[config.mk]
export PLATFORM = sky130hd
export DESIGN_NAME = duty_ramp_ctrl_flat
export DESIGN_NICKNAME = d
export VERILOG_FILES = /design/src/rtl/duty_ramp_ctrl_if.sv /design/src/rtl/duty_ramp_ctrl.sv /design/src/flat_wrapper.sv
export SDC_FILE = /design/constraint.sdc
export NUM_CORES = 1
export LEC_CHECK = 0
export ABC_CLOCK_PERIOD_IN_PS = 4510
export CAP_MARGIN = 25
export CORE_MARGIN = 1
export CORE_UTILIZATION = 45
export CTS_BUF_LIST = sky130_fd_sc_hd__clkbuf_8
export DETAILED_ROUTE_END_ITERATION = 6
export MAX_ROUTING_LAYER = met4
export PLACE_DENSITY = 0.72
export RECOVER_POWER = 25
export SYNTH_ARGS = -nofsm -noshare
export SYNTH_HDL_FRONTEND = slang
export SYNTH_SLANG_ARGS = --single-unit
[constraint.sdc]
create_clock -name clk -period 4.51 [get_ports clk]
set_input_delay 0.902 -clock clk [delete_from_list [all_inputs] [get_ports clk]]
set_output_delay 0.902 -clock clk [all_outputs]
set_load 0.05 [all_outputs]
[src/rtl/duty_ramp_ctrl_if.sv]
// rtl/duty_ramp_ctrl_if.sv - target-duty command handshake between a controller and the ramp generator
interface duty_ramp_ctrl_if #(
  parameter int DW = 10
);
  logic          cmd_valid;
  logic [DW-1:0] cmd_target;
  logic          cmd_ready;

  modport master (output cmd_valid, output cmd_target, input cmd_ready);
  modport slave  (input cmd_valid, input cmd_target, output cmd_ready);
endinterface

[src/rtl/duty_ramp_ctrl.sv]
// rtl/duty_ramp_ctrl.sv - soft-start/soft-stop duty slew generator feeding the PWM duty input
// Slews duty toward the accepted target by STEP once per PWM period; estop forces duty to 0.
module duty_ramp_ctrl #(
  parameter int DW       = 10,
  parameter int STEP     = 8,
  parameter int TICK_DIV = 1024,
  parameter int MAX_DUTY = 1023
) (
  input  logic                 clk,
  input  logic                 rst,
  input  logic                 i_enable,
  input  logic                 i_estop,
  duty_ramp_ctrl_if.slave      cmd,
  output logic [DW-1:0]        o_duty,
  output logic                 o_at_target,
  output logic                 o_busy,
  output logic [2:0]           o_state
);

  typedef enum logic [2:0] {
    ST_IDLE = 3'd0,
    ST_HOLD = 3'd1,
    ST_UP   = 3'd2,
    ST_DOWN = 3'd3,
    ST_STOP = 3'd4
  } state_t;

  localparam int            CW     = (TICK_DIV > 1) ? $clog2(TICK_DIV) : 1;
  localparam logic [DW:0]   STEP_X = (DW+1)'(STEP);
  localparam logic [DW:0]   MAX_X  = (DW+1)'(MAX_DUTY);
  localparam logic [CW-1:0] TICK_LAST = CW'(TICK_DIV - 1);

  logic [CW-1:0] r_cnt;
  logic          w_tick;
  state_t        r_state;
  state_t        w_state_nxt;
  logic [DW-1:0] r_duty;
  logic [DW-1:0] r_tgt;
  logic [DW-1:0] w_duty_nxt;
  logic [DW-1:0] w_eff;
  logic [DW:0]   w_duty_x;
  logic [DW:0]   w_eff_x;
  logic [DW:0]   w_up_gap;
  logic [DW:0]   w_dn_gap;
  logic [DW:0]   w_up_sum;
  logic [DW:0]   w_dn_dif;
  logic [DW:0]   w_target_x;
  logic          w_hs;

  assign w_tick = (r_cnt == TICK_LAST);

  // Free-running in every state so ticks stay aligned to the PWM period.
  always_ff @(posedge clk or posedge rst) begin
    if (rst) begin
      r_cnt <= '0;
    end else if (w_tick) begin
      r_cnt <= '0;
    end else begin
      r_cnt <= r_cnt + 1'b1;
    end
  end

  assign cmd.cmd_ready = !rst && (r_state != ST_STOP);
  assign w_hs          = cmd.cmd_valid && cmd.cmd_ready;
  assign w_eff         = i_enable ? r_tgt : '0;
  assign w_duty_x      = {1'b0, r_duty};
  assign w_eff_x       = {1'b0, w_eff};
  assign w_up_gap      = w_eff_x - w_duty_x;
  assign w_dn_gap      = w_duty_x - w_eff_x;
  assign w_up_sum      = w_duty_x + STEP_X;
  assign w_dn_dif      = w_duty_x - STEP_X;
  assign w_target_x    = {1'b0, cmd.cmd_target};

  always_ff @(posedge clk or posedge rst) begin
    if (rst) begin
      r_tgt <= '0;
    end else if (i_estop) begin
      r_tgt <= '0;
    end else if (w_hs) begin
      r_tgt <= (w_target_x > MAX_X) ? MAX_X[DW-1:0] : cmd.cmd_target;
    end
  end

  always_ff @(posedge clk or posedge rst) begin
    if (rst) begin
      r_state <= ST_IDLE;
      r_duty  <= '0;
    end else begin
      r_state <= w_state_nxt;
      r_duty  <= w_duty_nxt;
    end
  end

  // A retarget that flips direction costs one clock with duty frozen.
  always_comb begin
    w_state_nxt = r_state;
    w_duty_nxt  = r_duty;
    if (i_estop) begin
      w_state_nxt = ST_STOP;
      w_duty_nxt  = '0;
    end else begin
      case (r_state)
        ST_IDLE, ST_HOLD: begin
          if (w_eff > r_duty)      w_state_nxt = ST_UP;
          else if (w_eff < r_duty) w_state_nxt = ST_DOWN;
        end
        ST_UP: begin
          if (w_eff == r_duty)     w_state_nxt = (w_eff == '0) ? ST_IDLE : ST_HOLD;
          else if (w_eff < r_duty) w_state_nxt = ST_DOWN;
          else if (w_tick)         w_duty_nxt  = (w_up_gap <= STEP_X) ? w_eff : w_up_sum[DW-1:0];
        end
        ST_DOWN: begin
          if (w_eff == r_duty)     w_state_nxt = (w_eff == '0) ? ST_IDLE : ST_HOLD;
          else if (w_eff > r_duty) w_state_nxt = ST_UP;
          else if (w_tick)         w_duty_nxt  = (w_dn_gap <= STEP_X) ? w_eff : w_dn_dif[DW-1:0];
        end
        ST_STOP: begin
          if (!i_enable) w_state_nxt = ST_IDLE;
        end
        default: begin
          w_state_nxt = ST_IDLE;
          w_duty_nxt  = '0;
        end
      endcase
    end
  end

  assign o_duty      = r_duty;
  assign o_state     = r_state;
  assign o_at_target = (r_state == ST_IDLE) || (r_state == ST_HOLD);
  assign o_busy      = (r_state == ST_UP) || (r_state == ST_DOWN);

endmodule

[src/flat_wrapper.sv]
// flat-port wrapper written by rule: the top's interface ports become plain ports
module duty_ramp_ctrl_flat 
#(
  parameter int DW       = 10,
  parameter int STEP     = 8,
  parameter int TICK_DIV = 1024,
  parameter int MAX_DUTY = 1023
)
  (clk, rst, i_enable, i_estop, o_duty, o_at_target, o_busy, o_state, cmd_cmd_valid, cmd_cmd_target, cmd_cmd_ready);
  duty_ramp_ctrl_if #(.DW(DW)) cmd_i ();
  input  logic clk;
  input  logic rst;
  input  logic i_enable;
  input  logic i_estop;
  output logic [DW-1:0] o_duty;
  output logic o_at_target;
  output logic o_busy;
  output logic [2:0] o_state;
  input wire logic [$bits(cmd_i.cmd_valid)-1:0] cmd_cmd_valid;
  input wire logic [$bits(cmd_i.cmd_target)-1:0] cmd_cmd_target;
  output wire logic [$bits(cmd_i.cmd_ready)-1:0] cmd_cmd_ready;
  assign cmd_i.cmd_valid = cmd_cmd_valid;
  assign cmd_i.cmd_target = cmd_cmd_target;
  assign cmd_cmd_ready = cmd_i.cmd_ready;
  duty_ramp_ctrl #(.DW(DW), .STEP(STEP), .TICK_DIV(TICK_DIV), .MAX_DUTY(MAX_DUTY)) u_core (.clk(clk), .rst(rst), .i_enable(i_enable), .i_estop(i_estop), .cmd(cmd_i), .o_duty(o_duty), .o_at_target(o_at_target), .o_busy(o_busy), .o_state(o_state));
endmodule
---- Word-level counts from Yosys, hierarchy flattened ----
Cells that the tools add are included.
cells by class
  add/sub/neg operators ................... 5
  $lt $le $gt $ge ......................... 5
  eq/ne operators ......................... 16
  mux-type cells .......................... 24
  reduce and logical (&&, ||, !) cells .... 12
operators by type and width
  kind                     count
  $mux W10                 14
  $pmux W10 S3             1
  $le A11 B4 Y1 const B    2
  $sub A10 B10 Y11         2
  $mux W3                  7
  $ne A3 B3 Y1 const B     6
  $pmux W3 S4              1
  $add A10 B1 Y10 const B  1
  $add A10 B4 Y10 const B  1
  $eq A10 B10 Y1           1
  $eq A10 B10 Y1 const B   1
  $gt A10 B10 Y1           1
  $gt A10 B10 Y1 const B   1
  $logic_not A10 Y1        1
  $lt A10 B10 Y1           1
  $sub A10 B4 Y10 const B  1
  $reduce_and A7 Y1        1
  $eq A3 B2 Y1 const B     2
  $ne A3 B2 Y1 const B     2
  $ne A4 B2 Y1 const B     1
  $eq A3 B1 Y1 const B     1
  $eq A3 B3 Y1 const B     1
  $logic_not A3 Y1         1
  $reduce_or A3 Y1         1
  8 further kinds          10
word-level totals
  flip-flop bits (word level) ............. 33
  output and inout port bits .............. 16
  word-level logic and storage cells ...... 66

---- Longest topological paths before layout ----
  depth in word-level cells ............... 9
  mapped depth ............................ 15

---- Worst setup path after synthesis ----
OpenSTA, ideal clock, no wires.
  path kind ............................... input -> register
  start point ............................. input i_enable
  end point ............................... register u_core.r_duty[3], in the netlist u_core.o_duty[3]
  arrival ................................. 4120 ps
  setup slack ............................. 266 ps
  stages on the path ...................... 15
  buffers on the path ..................... 3
  cells stage by stage .................... clkbuf_2 -> clkbuf_1 -> nand2_1 -> inv_1 -> ha_1 -> buf_6 -> and4_1 -> a211o_1 -> or4_4 -> o21ai_2 -> o311ai_2 -> nor4_4 -> mux2i_2 -> nor4b_4 -> a211o_1
on the way
  cells in the longest elaborated chain, start to end .. 9
ends and longest elaborated chain
  item                                       RTL line                                      source
  from (decl)                                flat_wrapper.sv:13                            input logic i_enable;
  $mux W10 (*)                               duty_ramp_ctrl.sv:65                          assign w_eff = i_enable ? r_tgt : '0;
  $sub A10 B10 Y11 (on tied branches)        duty_ramp_ctrl.sv:69, duty_ramp_ctrl.sv:68
  $le A11 B4 Y1 (on tied branches)           duty_ramp_ctrl.sv:115, duty_ramp_ctrl.sv:110
  $mux W10 (on tied branches) (2 in series)  duty_ramp_ctrl.sv:115, duty_ramp_ctrl.sv:110
  $mux W10 (on tied branches)                duty_ramp_ctrl.sv:114, duty_ramp_ctrl.sv:109
  $mux W10 (on tied branches)                duty_ramp_ctrl.sv:113, duty_ramp_ctrl.sv:108
  $pmux W10 S3                               duty_ramp_ctrl.sv:102                         case (r_state)
  $mux W10                                   duty_ramp_ctrl.sv:98                          if (i_estop) begin
  to (signal assigned)                       duty_ramp_ctrl.sv:90                          r_duty <= w_duty_nxt;
  to (decl)                                  duty_ramp_ctrl.sv:37                          logic [DW-1:0] r_duty;
Every way passes the cells marked *; elsewhere a longest branch is shown, timed or not. The select of a mux whose other input is x is not followed.
A chain may end at the register's enable or synchronous reset.

---- Final worst setup path ----
  start point ............................. input i_enable
  end point ............................... register u_core.r_duty[6], in the netlist u_core.o_duty[6]
The elaborated chain is that of the path after synthesis.

==> impl_results.md <==
- Status: finished with violations
- Failing checks: capacitance limit, slew limit
- CTS buffer count: 5
- Final instance area: around 0.0035 mm^2
- Synthesized cell area: 0.00296 mm^2
- CP Launch Type: primary input
- Total die area: 0.00690 mm^2
- Routed WL: between 7000 and 8000 um
- Clk sinks: 33
- Cell with the largest stage delay on the worst path: clkdlybuf4s50_1
- Post-DP HPWL: 6030 um
- H-tree depth: 2
- Setup WS pre-CTS: -5.21 ps
- Min cycle time layout: 4280 ps
- Layout Skew: a little over 10 ps
- Iteration-0 DRC count of the detailed router: 127
- Crit path DAT: 4480 ps
- Max_cap viols: 1
- Clock root buffer: clkbuf_8
- Number of synthesized flops with an enable pin: 0
- DRC viols: 0
- Worst IR Drop VDD: about 0.00024 V
- Fmax achieved: 233 MHz
- Syn Area/Cell: 8.40 um^2
- Post-synth cell types: 65
- All-layer global routing usage: 23.4%
- Vias per inst: 5.91
- RSZ-0062 raised after global routing: false
- Largest net degree at the start of global routing: 34
- Post-layout util: 54.6%
- Leak Pwr: between 1.5 and 2 nW
- Post-CTS setup repair buffer count: 0
- Main synth FF type: dfrtp_1
- Wire per inst: ~16 um
- Insertion delay to the later sink of the worst-skew pair: about 290 ps
- Crit path max fanout: 9
- Ys Warns: 0
- Relative max-transition margin: -16.6%
- Clock buffer depth: 2
- Critical path type: in -> reg
- Via count: 2,784
- Share of cells above drive strength 1: 11.4%
- CORE AREA: 0.00635 mm^2
- Setup ws final: 227 ps
- CP Buf/Inv Count: 2
- CP required: ~4700 ps
- HP Class: reg -> reg
- Post-CTS sizing: 0
- Placed Area: 0.00339 mm^2
- # nets final: 429
- Endpoint class of the critical path: flop
- Final hold viol count: 0
- Pins Over Slew Limit: 34
- Chip height: about 83 um
- Post-Synthesis Net Count: 388
- Grt ovf: 0
- Initial antenna violation count: 0
- Setup violations, final: 0
- Antenna viol nets, final: 0
- Synth-to-Final Area Change: 17.3%
- Final Cycle Share: roughly 95%
- Hold_ws: 481 ps
- Final GP Congestion: 0.947
- Final Non-Filler Cells: about 470
- Crit path largest cell delay: 640 ps
- Power Total: between 800 and 900 uW
- Placed cells: approximately 460
- Number of global-route vias before repair: 2,791
- Power Density: 242 mW/mm^2
- Synth Register Bits: 33
- First-pass GRT wire length: 12,800 um
- CTS Hold Bufs: 0
- Antenna cells: 0
- TNS Setup: 0 ps
- Worst-path cell chain: clkdlybuf4s50_1 > nand2_1 > ha_1 > nor4bb_1 > o21ai_0 > a21o_1 > a21oi_1 > mux2_2 > nor4_4 > buf_4 > mux2i_1 > a22oi_1 > o31ai_1
- Clock Pin Slew Worst Setup and Hold Paths: 70 ps
- PortBufs: 30
- Worst-Margin Slew: 1750 ps
- Boundary Pins: 31
- Starting Density: 46.6%
- FP Rows: 29
- Drt first pass iters: 4
- Register area share after synthesis: 27.9%
- Gate Count Post-Synth: 352
- FFs w/ async S/R, synth: 100%
- CTS tree: built
- Die width: 83.1 um
- Top Family by Delay on Critical Path: simple AND/OR/NAND/NOR gates
==> sequential cells by signal (all words and copies together) (netlist names) <==
name,flops
u_core.o_duty,10
u_core.r_cnt,10
u_core.r_tgt,10
u_core.o_state,3
==> placed cells by master, fill, tap and decap left out, drive strengths merged, types with 2 or more instances in the layout <==
cell,n
clkbuf,6
xor2,5
nor3,9
a2111oi,3
o21ai,21
and4,4
dfrtp,33
or4,2
o31ai,2
o211ai,2
mux2i,17
clkinv,2
nand3,12
mux2,2
buf,18
ha,21
and2b,2
a22oi,2
and3,6
inv,24
clkdlybuf4s50,29
and2,2
and3b,2
nand4,4
a21o,2
nor2b,4
nand2,51
nand2b,4
o21a,4
a21oi,27
xnor2,15
o21bai,4
nor2,19
o22ai,4
a211o,5
nor4,7
==> area by class of cell <==
cell class | instances | area, um^2
tap | 77 | 96.3
multi-input combinational | 281 | 1940
clock inverter | 3 | 13.8
inverter | 23 | 86.3
clock buffer | 5 | 68.8
timing repair buffer | 49 | 439
fill | 577 | 2880
sequential | 33 | 826
==> metal layers <==
layer | global-route usage (%) | wire length (um) | part of all wire [%]
met4 | 10.7 | 238 | 3.1
met5 | - | 0 | 0
met3 | 3.18 | 371 | 4.9
met2 | 38.4 | 3750 | 49
met1 | 28.6 | 3280 | 43
==> cells in the mapped netlist, types with 2 or more instances <==
library cell	n	area (um^2)
nand2_1	51	191
dfrtp_1	33	826
a21oi_1	27	135
inv_1	23	86.3
ha_1	21	263
nor2_1	19	71.3
o21ai_0	19	95.1
mux2i_1	16	160
xnor2_1	15	131
nand3_1	12	60.1
nor3_1	9	45.0
clkbuf_1	5	18.8
nor4_1	5	31.3
xor2_1	5	43.8
a211o_1	4	35.0
and3_1	4	25.0
buf_6	4	45.0
nand2b_1	4	25.0
nand4_1	4	25.0
nor2b_1	4	25.0
o21a_1	4	30.0
o21bai_1	4	30.0
o22ai_1	4	25.0
a2111oi_0	3	26.3
a22oi_1	2	15.0
and2_1	2	12.5
and3_2	2	15.0
and3b_1	2	17.5
and4_1	2	17.5
and4_2	2	20.0
buf_2	2	10.0
buf_4	2	15.0
mux2_2	2	22.5
nor4_4	2	42.5
o211ai_1	2	15.0
o31ai_1	2	15.0
==> kinds of logic (layout without fill, tap and decap cells) <==
logic type               count (synthesis)  after routing  synth area share [%]
adder cells (fa/ha/maj)                 21             21                  8.88
multiplexers                            19             19                  6.64
AO/OA/AOI/OAI                           85             85                  19.1
buffers and inverters                   38             80                  6.56
XOR/XNOR                                20             20                  5.92
flip-flops                              33             33                  27.9
AND/OR/NAND/NOR                        136            136                  25.0
==> path summary, 6_finish.rpt <==
path	slack, ps	cells past startpoint	end	from
worst max-delay path	230	13	u_core.o_duty[6]	i_enable
worst min register to register	480	1	u_core.r_cnt[6]	u_core.r_cnt[6]
worst min-delay path	480	1	u_core.r_cnt[6]	u_core.r_cnt[6]
min in group asynchronous	1690	3	u_core.o_state[1]	rst
max in group asynchronous	1810	3	u_core.r_cnt[9]	rst
worst max register to register	1040	12	u_core.o_duty[6]	u_core.o_duty[4]
==> power by group <==
group / switching, mW / internal, mW / total [mW] / leakage (nW)
clock: 0.106 / 0.104 / 0.211 / 0.0491
sequential: 0.0119 / 0.303 / 0.315 / 0.441
combinational: 0.171 / 0.142 / 0.313 / 1.08
Note: power is estimated with default switching activity, not from simulation.
==> RTL edit 1 (config.mk and constraints unchanged) <==
`DW` is set to 10 in 3 places; all go to 5.
--- a/src/rtl/duty_ramp_ctrl_if.sv
+++ b/src/rtl/duty_ramp_ctrl_if.sv
@@ -2,3 +2,3 @@
 interface duty_ramp_ctrl_if #(
-  parameter int DW = 10
+  parameter int DW = 5
 );
--- a/src/rtl/duty_ramp_ctrl.sv
+++ b/src/rtl/duty_ramp_ctrl.sv
@@ -3,3 +3,3 @@
 module duty_ramp_ctrl #(
-  parameter int DW       = 10,
+  parameter int DW       = 5,
   parameter int STEP     = 8,
--- a/src/flat_wrapper.sv
+++ b/src/flat_wrapper.sv
@@ -3,3 +3,3 @@
 #(
-  parameter int DW       = 10,
+  parameter int DW       = 5,
   parameter int STEP     = 8,
Ports: changed (resized cmd_cmd_target and o_duty); port bits go from 31 to 21. No check against the original RTL was run, so the function may have changed too.
==> RTL edit 1 against the original RTL <==
- design area decreased by 47%
- sequential share of layout area rose by 7.5 points
- total power fell by 47%
- setup slack gained 0.60 ns
- synthesized area shrank 46%
- register-to-register slack gained 0.67 ns
- core utilization barely moved
- wire length decreased by 57%
- hold slack worse by 0.023 ns
- combinational power is 68% lower
- count of clock-buffer cells in the layout is 2 lower
- sequential cell count decreased by 10
==> RTL edit 1: results (changes against the original RTL) <==
stage,metric,value,unit,change
global_routing,gr usage total,20.0,%,-3.3 points
logic_synthesis,post-synth cell types,53,,-18%
place,post-detail-place hpwl,2620,microns,-57%
power_and_ir_drop,Seq pwr share,49.0,%,+12 points
power_and_ir_drop,P_leak,0.000813,uW,-48%
routing,DR vias/cell,5.62,,-4.9%
logic_synthesis,top post-synthesis cells by area,"dfrtp_1 36%, ha_1 7.9%, nor2_1 4.5%",,
routing,Initial DRC Count,58,,-54%
critical_path,CP Data Arrival Time,3.85,ns,-0.63 ns
cts,CTS H-tree lvls,1,,-1
routing,met3 routed WL,174,microns,-53%
place,IO buf count,20,,-33%
critical_path,Critical R2R Launch,u_core.r_tgt[2]$_DFFE_PP0P_,,
routing,vias,1310,,-53%
cts,clk_lat worst skew,0.26,ns,-0.03 ns
power_and_ir_drop,comb pwr,100,uW,-68%
sta,slew at the pin closest to its max-slew limit,0.849,ns,-0.900 ns
place,pre-CTS setup slack,0.577,ns,+0.582 ns
layout,Layout Nets,208,,-52%
global_routing,met1 Use GR,25.8,%,-2.8 points
power_and_ir_drop,Total Power,444,uW,-47%
routing,Post-Route WL,3300,microns,-57%
place,placed cells,229,,-51%
routing,routed wire length on met2,1550,microns,-59%
place,placer congestion estimate,0.986,,+4.0%
logic_synthesis,sequential area share after synthesis,36.4,%,+8.4 points
logic_synthesis,most frequent cells after synthesis,"23 x dfrtp_1, 19 x nor2_1, 13 x nand2_1",,
logic_synthesis,syn_nets,187,,-52%
layout,layout cell share with drive strength beyond 1,9.63,%,-1.8 points
status,status,"finished, final reports clean",,
global_routing,met2 Track Usage GR,33.2,%,-5.1 points
sta,Worst Skew,0.00419,ns,-0.00610 ns
global_routing,met3 Use GR,3.78,%,+0.60 points
global_routing,largest net degree at the start of global routing,24,,-29%
power_and_ir_drop,switching power of the nets,131,uW,-55%
cts,Num CTS Buffers,3,,-2
global_routing,first-pass GRT wire length,5520,microns,-57%
layout,Layout area overhead,16.1,%,
-- RTL edit 1: cell types whose count changed in the layout (fill, tap and decap cells not counted), sizes merged, moves of 6 or more --
cell,change
nand2,-38
ha,-11
xnor2,-10
inv,-14
mux2i,-11
nor3,-6
a21oi,-21
nor4,-6
o21ai,-14
dfrtp,-10
clkdlybuf4s50,-11
buf,-18
nand3,-7
-- RTL edit 1: final timing paths --
path | end | slack [ns] | depth (start not counted)
max | u_core.o_duty[3]$_DFFE_PP0P_ | 0.82 | 11
min | u_core.r_cnt[0]$_DFF_PP0_ | 0.46 | 1
max reg2reg | u_core.o_duty[3]$_DFFE_PP0P_ | 1.71 | 10
min reg2reg | u_core.r_cnt[0]$_DFF_PP0_ | 0.46 | 1
max in group asynchronous | u_core.o_duty[1]$_DFFE_PP0P_ | 2.71 | 2
min in group asynchronous | u_core.r_cnt[4]$_DFF_PP0_ | 1.27 | 2
-- RTL edit 1: cell families (layout without fill, tap and decap cells) --
logic type / after synthesis / after routing / synth area share [%]
xor gates and xnor gates: 11 / 11 / 6.09
muxes: 6 / 6 / 3.79
buffers and inverters: 14 / 34 / 4.82
adders and majority gates: 10 / 10 / 7.91
AOI/OAI and AO/OA: 36 / 36 / 16.4
and+or+nand+nor: 67 / 67 / 24.7
DFF: 23 / 23 / 36.4
-- RTL edit 1: cell type report --
class | instances | area share, %
clock buffer | 3 | 2.25
clock inverter | 1 | 0.272
inverter | 10 | 2.04
timing repair buffer | 20 | 10.9
sequential | 23 | 31.3
tap | 46 | 3.13
multi-input combinational | 130 | 50.1
-- RTL edit 1: critical path: cells and delay by family --
kind                       cells  cell delay (ns)
AOI/OAI and AO/OA              3             0.55
xor gates and xnor gates       1             0.30
adders and majority gates      1             0.32
buffers and inverters          2             0.74
and+or+nand+nor                4             1.04
==> RTL edit 2 (same flow settings) <==
Made on the original files. Make the reset (`rst`) synchronous in 3 clocked blocks.
--- a/src/rtl/duty_ramp_ctrl.sv
+++ b/src/rtl/duty_ramp_ctrl.sv
@@ -52,3 +52,3 @@
   // Free-running in every state so ticks stay aligned to the PWM period.
-  always_ff @(posedge clk or posedge rst) begin
+  always_ff @(posedge clk) begin
     if (rst) begin
@@ -73,3 +73,3 @@
 
-  always_ff @(posedge clk or posedge rst) begin
+  always_ff @(posedge clk) begin
     if (rst) begin
@@ -83,3 +83,3 @@
 
-  always_ff @(posedge clk or posedge rst) begin
+  always_ff @(posedge clk) begin
     if (rst) begin
Check against the original RTL: differs if rst is asserted again (counterexample within 4 cycles, from zero or initial values and one cycle with rst high); with rst held inactive, the same outputs for 10 cycles.
==> RTL edit 2 against the original RTL <==
- wire length increased by 3.1%
- sequential power decreased by 3%
- final cell count increased by 8.9%
- synthesized cell count increased by 4.5%
- synthesized area decreased by 3.5%
- total power decreased by 13%
- fmax decreased by 1.3%
- setup slack got worse by 0.054 ns
- design area increased by 4.1%
- sequential cell count unchanged
- largest cell class unchanged
==> RTL edit 2: results (changes against the original RTL) <==
stage,metric,value,unit,change
status,status,"finished, final reports clean",,
power_and_ir_drop,Max IR drop VDD,0.000186,V,-21%
layout,Layout Nets,473,,+10%
power_and_ir_drop,P_leak,0.00161,uW,+2.5%
routing,WL per Instance,15.3,microns,-5.4%
logic_synthesis,Adder-Cell Fraction of Synth Area,9.21,%,+0.32 points
layout,Non-Filler Instances,513,,+8.9%
critical_path,CP Data Arrival Time,4.55,ns,+0.07 ns
routing,vias,3008,,+8.0%
sta,ratio of final minimum period to clock period,96.2,%,+1.2 points
logic_synthesis,multiplexer area fraction after synthesis,5.35,%,-1.3 points
worst_hold_path,Hold Startpoint,u_core.r_tgt[1]$_SDFFE_PP0P_,,
global_routing,met3 Use GR,2.78,%,-0.40 points
worst_hold_path,Hold Path Depth,2,,+1
place,pre-CTS setup slack,-0.0954,ns,-0.0902 ns
logic_synthesis,post-synthesis compound-gate area fraction,25.0,%,+5.9 points
power_and_ir_drop,Total Power,730,uW,-13%
power_and_ir_drop,clk pwr,216,uW,+2%
logic_synthesis,syn_nets,404,,+4.1%
power_and_ir_drop,internal power,503,uW,-8.4%
layout,layout filler cell count,581,,+0.69%
sta,Worst Skew,0.00752,ns,-0.00277 ns
place,placed cells,505,,+9.1%
critical_path,"slowest stage delay, CP",0.52,ns,-0.12 ns
place,placed cell area,0.00352,sq mm,+3.8%
logic_synthesis,top post-synthesis cells by area,"dfxtp_1 23%, ha_1 9.2%, nor2_1 4.7%",,
routing,routed wire length on met2,3680,microns,-2.0%
routing,met3 routed WL,393,microns,+5.9%
## RTL edit 2: cell types whose count changed after synthesis, sizes merged, moves of 5 or more
| cell | unedited run | this run |
|---|---|---|
| nand2 | 51 | 33 |
| a211oi | 0 | 7 |
| dfrtp | 33 | 0 |
| dfxtp | 0 | 33 |
| a21o | 2 | 8 |
| nor4 | 7 | 2 |
| nor2 | 19 | 36 |
| or3 | 1 | 10 |
| xnor2 | 15 | 8 |
## RTL edit 2: what timing repair did
item | 4_1_cts | 5_1_grt
gates resized for setup | 0 | 2
setup endpoints to repair | 0 | 1
setup buffers | 0 | 0
## RTL edit 2: cell type report
cell class / count / share of cell area (%)
Tap cell: 75 / 2.60
Inverter: 23 / 2.39
Clock inverter: 3 / 0.485
Multi-Input combinational cell: 297 / 56.2
Timing Repair Buffer: 77 / 18.1
Clock buffer: 5 / 1.91
Sequential cell: 33 / 18.3
